--- src/rtl/light_chaser.sv ---
// light_chaser: single lit LED walking across a WIDTH-bit vector.
// MODE 0 rotates left with wrap, MODE 1 bounces between bit 0 and bit WIDTH-1.
// A prescaler spaces steps STEP_DIV enabled clocks apart. A non-one-hot LED
// vector is repaired to bit 0 on the next clock whatever the enable state.
module light_chaser #(
    parameter int WIDTH    = 8,
    parameter int STEP_DIV = 1,
    parameter int MODE     = 0
) (
    input  logic             clk,
    input  logic             rst,
    input  logic             enable,
    output logic [WIDTH-1:0] leds
);

    localparam int CNT_W = (STEP_DIV > 1) ? $clog2(STEP_DIV) : 1;
    localparam logic [CNT_W-1:0] CNT_LAST = CNT_W'(STEP_DIV - 1);
    localparam logic [CNT_W-1:0] CNT_ZERO = {CNT_W{1'b0}};
    localparam logic [CNT_W-1:0] CNT_ONE  = CNT_W'(1);
    localparam logic [WIDTH-1:0] LED_HOME = {{(WIDTH-1){1'b0}}, 1'b1};
    localparam logic [WIDTH-1:0] LED_NONE = {WIDTH{1'b0}};

    // True when exactly one bit of v is set.
    function automatic logic is_one_hot(input logic [WIDTH-1:0] v);
        logic [WIDTH-1:0] low_cleared;
        low_cleared = v & (v - LED_HOME);
        return (v != LED_NONE) && (low_cleared == LED_NONE);
    endfunction

    logic [WIDTH-1:0] r_leds;
    logic             r_dir_up;
    logic [CNT_W-1:0] r_cnt;

    logic             w_leds_ok;
    logic             w_tick;
    logic             w_go_up;
    logic [WIDTH-1:0] w_next_leds;
    logic             w_next_dir_up;

    // Health of the LED vector and prescaler terminal count.
    always_comb begin
        w_leds_ok = is_one_hot(r_leds);
        w_tick    = (r_cnt == CNT_LAST);
    end

    // Next LED position and direction for one step of the selected pattern.
    always_comb begin
        w_go_up       = 1'b1;
        w_next_leds   = r_leds;
        w_next_dir_up = r_dir_up;
        if (MODE == 1) begin
            // The end bits decide the turn, so a stale direction flag
            // can never push the lit bit off either end.
            if (r_dir_up) begin
                w_go_up = ~r_leds[WIDTH-1];
            end else begin
                w_go_up = r_leds[0];
            end
            if (w_go_up) begin
                w_next_leds   = r_leds << 1;
                w_next_dir_up = 1'b1;
            end else begin
                w_next_leds   = r_leds >> 1;
                w_next_dir_up = 1'b0;
            end
        end else begin
            w_next_leds   = {r_leds[WIDTH-2:0], r_leds[WIDTH-1]};
            w_next_dir_up = r_dir_up;
        end
    end

    // Position, direction and prescaler state: reset, repair, step or hold.
    always_ff @(posedge clk) begin
        if (rst) begin
            r_leds   <= LED_HOME;
            r_dir_up <= 1'b1;
            r_cnt    <= CNT_ZERO;
        end else if (!w_leds_ok) begin
            r_leds   <= LED_HOME;
            r_dir_up <= 1'b1;
            r_cnt    <= CNT_ZERO;
        end else if (enable) begin
            if (w_tick) begin
                r_cnt    <= CNT_ZERO;
                r_leds   <= w_next_leds;
                r_dir_up <= w_next_dir_up;
            end else begin
                r_cnt    <= r_cnt + CNT_ONE;
                r_leds   <= r_leds;
                r_dir_up <= r_dir_up;
            end
        end else begin
            r_cnt    <= r_cnt;
            r_leds   <= r_leds;
            r_dir_up <= r_dir_up;
        end
    end

    assign leds = r_leds;

endmodule

--- config.mk ---
export PLATFORM = sky130hd
export DESIGN_NAME = light_chaser
export DESIGN_NICKNAME = d
export VERILOG_FILES = /design/src/rtl/light_chaser.sv
export SDC_FILE = /design/constraint.sdc
export NUM_CORES = 1
export LEC_CHECK = 0
export ABC_AREA = 0
export ABC_CLOCK_PERIOD_IN_PS = 2500
export BUFFER_PORTS_ARGS = -buffer_cell sky130_fd_sc_hd__buf_2
export CAP_MARGIN = 15
export CORE_AREA = 2 2 39 41
export CTS_BUF_LIST = sky130_fd_sc_hd__clkbuf_8 sky130_fd_sc_hd__clkbuf_16
export CTS_CLUSTER_DIAMETER = 150
export DETAILED_ROUTE_END_ITERATION = 10
export DIE_AREA = 0 0 41 43
export PLACE_DENSITY = 0.57
export SYNTH_ARGS = -nofsm -noshare
export SYNTH_HDL_FRONTEND = slang
export SYNTH_SLANG_ARGS = --single-unit
export TNS_END_PERCENT = 1
--- constraint.sdc ---
create_clock -name clk -period 2.5 [get_ports clk]
set_input_delay 0.25 -clock clk [delete_from_list [all_inputs] [get_ports clk]]
set_output_delay 0.25 -clock clk [all_outputs]
set_load 0.01 [all_outputs]
# Word-level counts from Yosys, hierarchy flattened

Cells that the tools add are included.
Widths: inputs -> output; s select.

Register bits: 9
Bits of input ports: 3
Output and inout port bits: 8
Word-level logic and storage cells: 13

$add $sub $neg: 2
Multiplexer cells: 1
Bitwise gates (word level): 3
Reductions and logical operators: 5

Operators with widths:

| operator            | number |
|---|---|
| $and 8x8->8         | 1 |
| $logic_not 8->1     | 1 |
| $reduce_bool 8->1   | 1 |
| $sub 8x1->8 const B | 1 |
| $not 1->1           | 2 |
| $reduce_and 2->1    | 1 |
| $reduce_or 2->1     | 1 |
| $add 1x1->1 const B | 1 |
| $logic_and 1x1->1   | 1 |
| $mux 1              | 1 |

# Longest topological paths before layout

Gate-level depths: netlist (run 1).

Depth after elaboration: 6
Mapped depth: 4

# Worst setup path before layout (run 1)

OpenSTA, ideal clock, no wires.

Path type: register -> register
Start point: register r_leds[5], in the netlist leds[5]
End point: register r_leds[0], in the netlist leds[0]
Library setup time: 0.134 ns
Arrival time: 1.692 ns
Slack: 0.674 ns
Cell stages (with the launch flop): 5
Buffers on the path: 0
Cells stage by stage: dfxtp_1 or4_4 a2111oi_4 nor2_2 or4_1

Word-level cells in the longest chain between the ends: 6
Elaborated cells on any way between the ends: 7
Classes of those cells: add/sub: 1; bitwise: 2; reduce/logical: 4

RTL lines:

| item                          | line | RTL |
|---|---|---|
| start, declared               | 30   | `logic [WIDTH-1:0] r_leds;` |
| start signal, assigned        | 85   | `r_leds <= w_next_leds;` |
| start signal, assigned        | 89   | `r_leds <= r_leds;` |
| start signal, assigned        | 94   | `r_leds <= r_leds;` |
| $sub 8x1->8                   | 26   | `low_cleared = v & (v - LED_HOME);` |
| $and 8x8->8                   | 26   |  |
| $logic_not 8->1               | 27   | `return (v != LED_NONE) && (low_cleared == LED_NONE);` |
| $logic_and 1x1->1 (*)         | 27   |  |
| $not 1->1 (no line) (*)       | n/a  |  |
| $reduce_or 2->1 (no line) (*) | n/a  |  |

Mark *: on every way between the ends. The rest lies on a longest branch, timed or not.
A chain may end at the register's enable or synchronous reset.

# Worst setup path in the final report (run 1)

Ends and elaborated chain as after synthesis.

==> impl_metrics.json, run 1 <==
{
  "hp-start": "rst",
  "synth_nets": 44,
  "routed_wl_um": 882,
  "root_buffer": "clkbuf_8",
  "rsz0062_at_grt": "no",
  "start_util": 0.306,
  "finClkSkew_ns": 0.00307,
  "cap_violations": 0,
  "ir_worst_vdd_mv": 0.457,
  "timing.rr.end": "leds[0]",
  "synth_top_area_cell": "dfxtp_1",
  "coreArea_um2": 1380,
  "required_ns": 2.59,
  "synth_async_sr_flop_share": 0,
  "grt_max_degree": 9,
  "cp_slowest_stage_delay_ns": 0.58,
  "ys_seq_area_frac": 0.379,
  "drc": 0,
  "grt_pass1_wl_um": 1510,
  "placed_cells": 65,
  "cts_hold_buf": 0,
  "cts_buffer_depth": 2,
  "hold_viol": 0,
  "p_per_area_nw_per_um2": 697,
  "whs_ns": 0.295,
  "largest_register_ff_count": 8,
  "outcome": "finished clean",
  "whs_endpoint": "leds[7]",
  "synth_ff_type": "dfxtp_1",
  "min_period_over_period": 0.759,
  "start_kind": "flop",
  "path_class": "flop to flop",
  "cts.sinks": 8,
  "ys_ff_latch": 8,
  "cp_slowest_cell": "or4_4",
  "io_buffer_count": 10,
  "cts_setup_buffers": 0,
  "diodes": 0,
  "period_minus_slack_ns": 1.90,
  "worst_slew_pin_slew_ns": 0.430,
  "hold_path.class": "primary input to flop",
  "area_growth_syn_to_layout_pct": 24.6,
  "hpwl_um": 656,
  "clk_pin_slew_worst_paths_ns": 0.04,
  "tritoncts": "yes",
  "num_vias": 373,
  "clock_latency_ns": 0.22,
  "first_iter_violations": 0,
  "synth_enable_flop_cells": 0,
  "antenna_left": 0,
  "fmax_ghz": 0.527,
  "syn_area_um2": 423,
  "grt_overflow": 0,
  "finalNonFillerCells": 68,
  "leakage_nw": 0.213,
  "cp_max_fo": 7,
  "via_per_inst": 5.49,
  "yosys_warnings": 0,
  "cts_made_buffers": 3,
  "path_depth": 4,
  "rows": 14,
  "ios": 11,
  "die-height_um": 43,
  "slew_headroom": 0.711,
  "final_max_slew_viol_count": 0,
  "synth.top_cells.by_count": "dfxtp_1 (8), mux2i_1 (7), nor4_1 (7)",
  "yosysUniqueCellTypes": 19,
  "grt_pass1_vias": 343,
  "nNetsFinal": 57,
  "antenna_found_initial": 0,
  "die_area_um2": 1760,
  "cts_resized": 0,
  "synth.area.top_cells": "dfxtp_1 (38%), mux2i_1 (17%), nor4_1 (10%)",
  "detail_route.wl_per_cell_um": 13.0,
  "r2r-start": "leds[5]",
  "die_w_um": 41,
  "cp.arrival_ns": 1.99,
  "setup_viol": 0,
  "r2r_slack_ns": 0.60,
  "cp_cell_sequence": "or4_4, a2111oi_4, nor2_2, or4_1",
  "first_pass_iters": 1,
  "gp_congestion": 0.741,
  "synth_top_area_share": 0.379,
  "fillers": 142,
  "end_kind": "flop",
  "netlist_instances": 41,
  "synth_most_common_cell": "dfxtp_1",
  "htreeDepth": 1,
  "drive_gt1_frac": 0.385,
  "critPathBufInv": 0,
  "critPathTopFamily": "simple AND/OR/NAND/NOR gates",
  "grt_use_total": 0.134,
  "final.setup.tns_ns": 0,
  "holdPathStages": 2,
  "rr_worst_depth": 4,
  "avgSynthCellArea_um2": 10.3
}
==> per-layer routing <==
layer  vias up  track usage  wire length (µm)
met5         -            0                 0
met4         0       0.0800                19
met3         2       0.0785                60
met2        12        0.188               421
met1       177        0.150               380
li1        182            -                 -
==> metrics by stage <==
stage,area [µm²],setup WS (ns),util,power (mW)
6_report,527,0.602,0.381,0.367
5_1_grt,527,0.555,0.381,0.390
4_1_cts,527,0.604,0.381,0.372
3_5_place_dp,485,0.597,0.351,0.220
3_3_place_gp,485,0.646,0.351,0.219
2_1_floorplan,423,0.674,-,0.201
==> placed cells by master, fill, tap and decap left out <==
master and n:
a2111oi_4 1, a211oi_1 1, a21oi_2 2, buf_2 10, clkbuf_8 3, dfxtp_1 8, maj3_1 1, mux2_2 1
mux2i_1 7, nand2b_1 1, nand3_1 1, nor2_1 3, nor2_2 1, nor4_1 7, o21ai_0 1, or2b_2 1
or3_1 1, or4_1 1, or4_4 1
==> layout make-up <==
class	count	area, µm²	area share
well taps	16	20.0	0.0380
multi-input cells	31	255	0.485
clock buffers	3	41.3	0.0784
flip-flops and latches	8	160	0.304
repair buffers	10	50.0	0.0950
==> cells by family after synthesis <==
kind of cell,share of synthesized area
AO/OA/AOI/OAI,0.136
adder cells (fa/ha/maj),0.0237
buffers and inverters,0.0177
flip-flops,0.379
multiplexers,0.192
AND/OR/NAND/NOR,0.251
==> where the power goes <==
part           switching [mW]  internal, mW  total [mW]  leakage [nW]
clock                  0.0456         0.104       0.149        0.0216
combinational          0.0395        0.0297      0.0692         0.127
sequential             0.0126         0.136       0.149        0.0650
total                  0.0977         0.270       0.367         0.213
==> how the worst max path moves through the flow <==
stage / start / to / slack, ns
after floorplan: leds[5] / leds[0] / 0.67
after CTS: leds[5] / leds[0] / 0.60
final: leds[5] / leds[0] / 0.60
after detailed placement: leds[5] / leds[0] / 0.60
after global routing: leds[5] / leds[0] / 0.55
after global placement: leds[5] / leds[0] / 0.65
Power figures use the tool's default switching activity.
==> run 2: changes to the inputs <==
ABC_AREA = 1   (was 0)
ABC_CLOCK_PERIOD_IN_PS = 1600   (was 2500)
PLACE_DENSITY = 0.59   (was 0.57)
clock period = 1.6 ns   (was 2.5 ns; I/O delays follow)
==> run 2 against run 1 <==
Power up 50%. Clock skew up 0.00083 ns. Area after synthesis up 1.5%. Non-clock buffer count unchanged. Combinational power up 23%. First-iteration DRC count unchanged. Register-to-register slack worse by 0.12 ns. Clock-buffer cell count unchanged. Largest cell class unchanged. Sequential power up 49%. Critical path type unchanged.
==> impl_metrics.json, run 2 <==
{
  "required_ns": 1.77,
  "grt_max_degree": 13,
  "hold_path.class": "primary input to flop",
  "ios": 11,
  "final_max_slew_viol_count": 0,
  "die_area_um2": 1760,
  "r2r-start": "leds[0]",
  "cp_slowest_cell": "dfxtp_1",
  "slew_headroom": 0.841,
  "yosys_warnings": 0,
  "clk_pin_slew_worst_paths_ns": 0.04,
  "cts_hold_buf": 0,
  "p_per_area_nw_per_um2": 1030,
  "synth.area.top_cells": "dfxtp_1 (37%), nor2_2 (16%), mux2i_1 (9.3%)",
  "nNetsFinal": 70,
  "ys_ff_latch": 8,
  "cts_resized": 0,
  "antenna_found_initial": 0,
  "grt_use_total": 0.104,
  "syn_area_um2": 429,
  "regArea_um2": 160,
  "hold_viol": 0,
  "placed_cells": 78,
  "path_class": "flop to flop",
  "cp_max_fo": 7,
  "fmax_ghz": 0.891,
  "netlist_instances": 53,
  "leakage_nw": 0.252,
  "synth_nets": 56,
  "synth_top_area_cell": "dfxtp_1",
  "rsz0062_at_grt": "no",
  "critPathBufInv": 1,
  "synth_top_area_share": 0.373,
  "yosysUniqueCellTypes": 15,
  "hpwl_um": 550,
  "hp-start": "rst",
  "largest_register_ff_count": 8,
  "drc": 0,
  "ys_seq_area_frac": 0.373,
  "synth_async_sr_flop_share": 0,
  "period_minus_slack_ns": 1.12,
  "crit_top_cell": "nor2_2",
  "first_iter_violations": 0,
  "area_growth_syn_to_layout_pct": 24.8,
  "coreArea_um2": 1380,
  "cts.sinks": 8,
  "cts_buffer_depth": 2,
  "htreeDepth": 1,
  "tritoncts": "yes",
  "diodes": 0,
  "p_total_mw": 0.552,
  "multi_input_area_um2": 249,
  "post-place-ws_ns": 0.462,
  "grt_pass1_wl_um": 1120,
  "grt_pass1_vias": 272,
  "synth_enable_flop_cells": 0,
  "mostFrequentLayoutCells": "nor2_2 (11), buf_2 (10), dfxtp_1 (8)",
  "avgSynthCellArea_um2": 8.10,
  "grt_overflow": 0,
  "start_kind": "flop",
  "final.setup.tns_ns": 0,
  "die-height_um": 43,
  "via_per_inst": 4.32,
  "end_kind": "flop",
  "cap_violations": 0,
  "setup_viol": 0,
  "finClkSkew_ns": 0.00391,
  "critPathTopFamily": "simple AND/OR/NAND/NOR gates",
  "cp_cell_sequence": "nor2_2, nand3_1, nand2_1, inv_1, nor2_2, nand2_4, nor2_2",
  "cts_made_buffers": 3,
  "io_buffer_count": 10,
  "cts_setup_buffers": 0,
  "clock_latency_ns": 0.23,
  "root_buffer": "clkbuf_8",
  "rows": 14,
  "die_w_um": 41,
  "drive_gt1_frac": 0.431,
  "routed_wl_um": 770,
  "fillers": 151,
  "gp_congestion": 0.688,
  "antenna_left": 0,
  "final_common_cell": "nor2_2",
  "cp.arrival_ns": 1.29,
  "synth_most_common_cell": "nor2_2",
  "outcome": "finished clean",
  "worst_slew_pin_slew_ns": 0.239,
  "synth.top_cells.by_count": "nor2_2 (11), dfxtp_1 (8), nand2_1 (6)",
  "min_period_over_period": 0.701,
  "cp_slowest_stage_delay_ns": 0.35,
  "first_pass_iters": 1,
  "num_vias": 350,
  "detail_route.wl_per_cell_um": 9.51,
  "crit_start": "leds[0]",
  "ir_worst_vdd_mv": 0.407,
  "finalNonFillerCells": 81,
  "start_util": 0.310,
  "synth_ff_type": "dfxtp_1",
  "setup_ws_ns": 0.478
}
-- run 2: cell count changes after synthesis, sizes merged, moves of 2 or more --
cell   change
a21oi      +2
inv        +4
mux2i      -3
nand2      +7
nand3      +2
nor2      +14
nor4       -7
or4        -2
-- run 2: final cells by class --
type                    count  area share
multi-input cells          40       0.465
repair buffers             10      0.0935
flip-flops and latches      8       0.299
clock buffers               3      0.0771
inverters                   4      0.0280
well taps                  16      0.0374
-- run 2: worst paths after layout --
check | endpoint | slack [ns] | depth (start not counted)
max | leds[3] | 0.48 | 7
min reg2reg | leds[3] | 0.60 | 2
min | leds[0] | 0.24 | 5
max reg2reg | leds[3] | 0.48 | 7
-- run 2: kinds of logic (layout without fill, tap and decap cells) --
group / count (synthesis) / after routing / synth area share
AND/OR/NAND/NOR: 29 / 29 / 0.397
flip-flops: 8 / 8 / 0.373
AO/OA/AOI/OAI: 6 / 6 / 0.0700
buffers and inverters: 5 / 17 / 0.0466
multiplexers: 4 / 4 / 0.0933
XOR/XNOR: 1 / 1 / 0.0204
-- run 2: worst min-delay path, cell delays in order --
cell	delay, ns
buf_2	0.07
a21oi_1	0.04
nand3_2	0.08
nor2_4	0.04
nand3_1	0.05
-- run 2: through the flow --
stage	util	hold WS [ns]	area [µm²]
floorplan	-	0.386	429
detailed placement	0.357	0.483	494
global route	0.387	0.285	536
finish	0.387	0.241	536
global placement	0.357	0.481	494
CTS	0.387	0.244	536
-- run 2: per-layer routing --
metal	vias up	GRT usage	routed length, µm	part of all wire
li1	191	-	-	-
met1	144	0.122	354	0.46
met2	10	0.122	328	0.43
met3	5	0.0471	45	0.058
met4	0	0.120	42	0.055
met5	-	0	0	0
-- run 2: power by group --
group | switching [mW] | internal (mW)
clock network | 0.0816 | 0.163
logic | 0.0530 | 0.0320
registers | 0.0131 | 0.209
total | 0.148 | 0.405
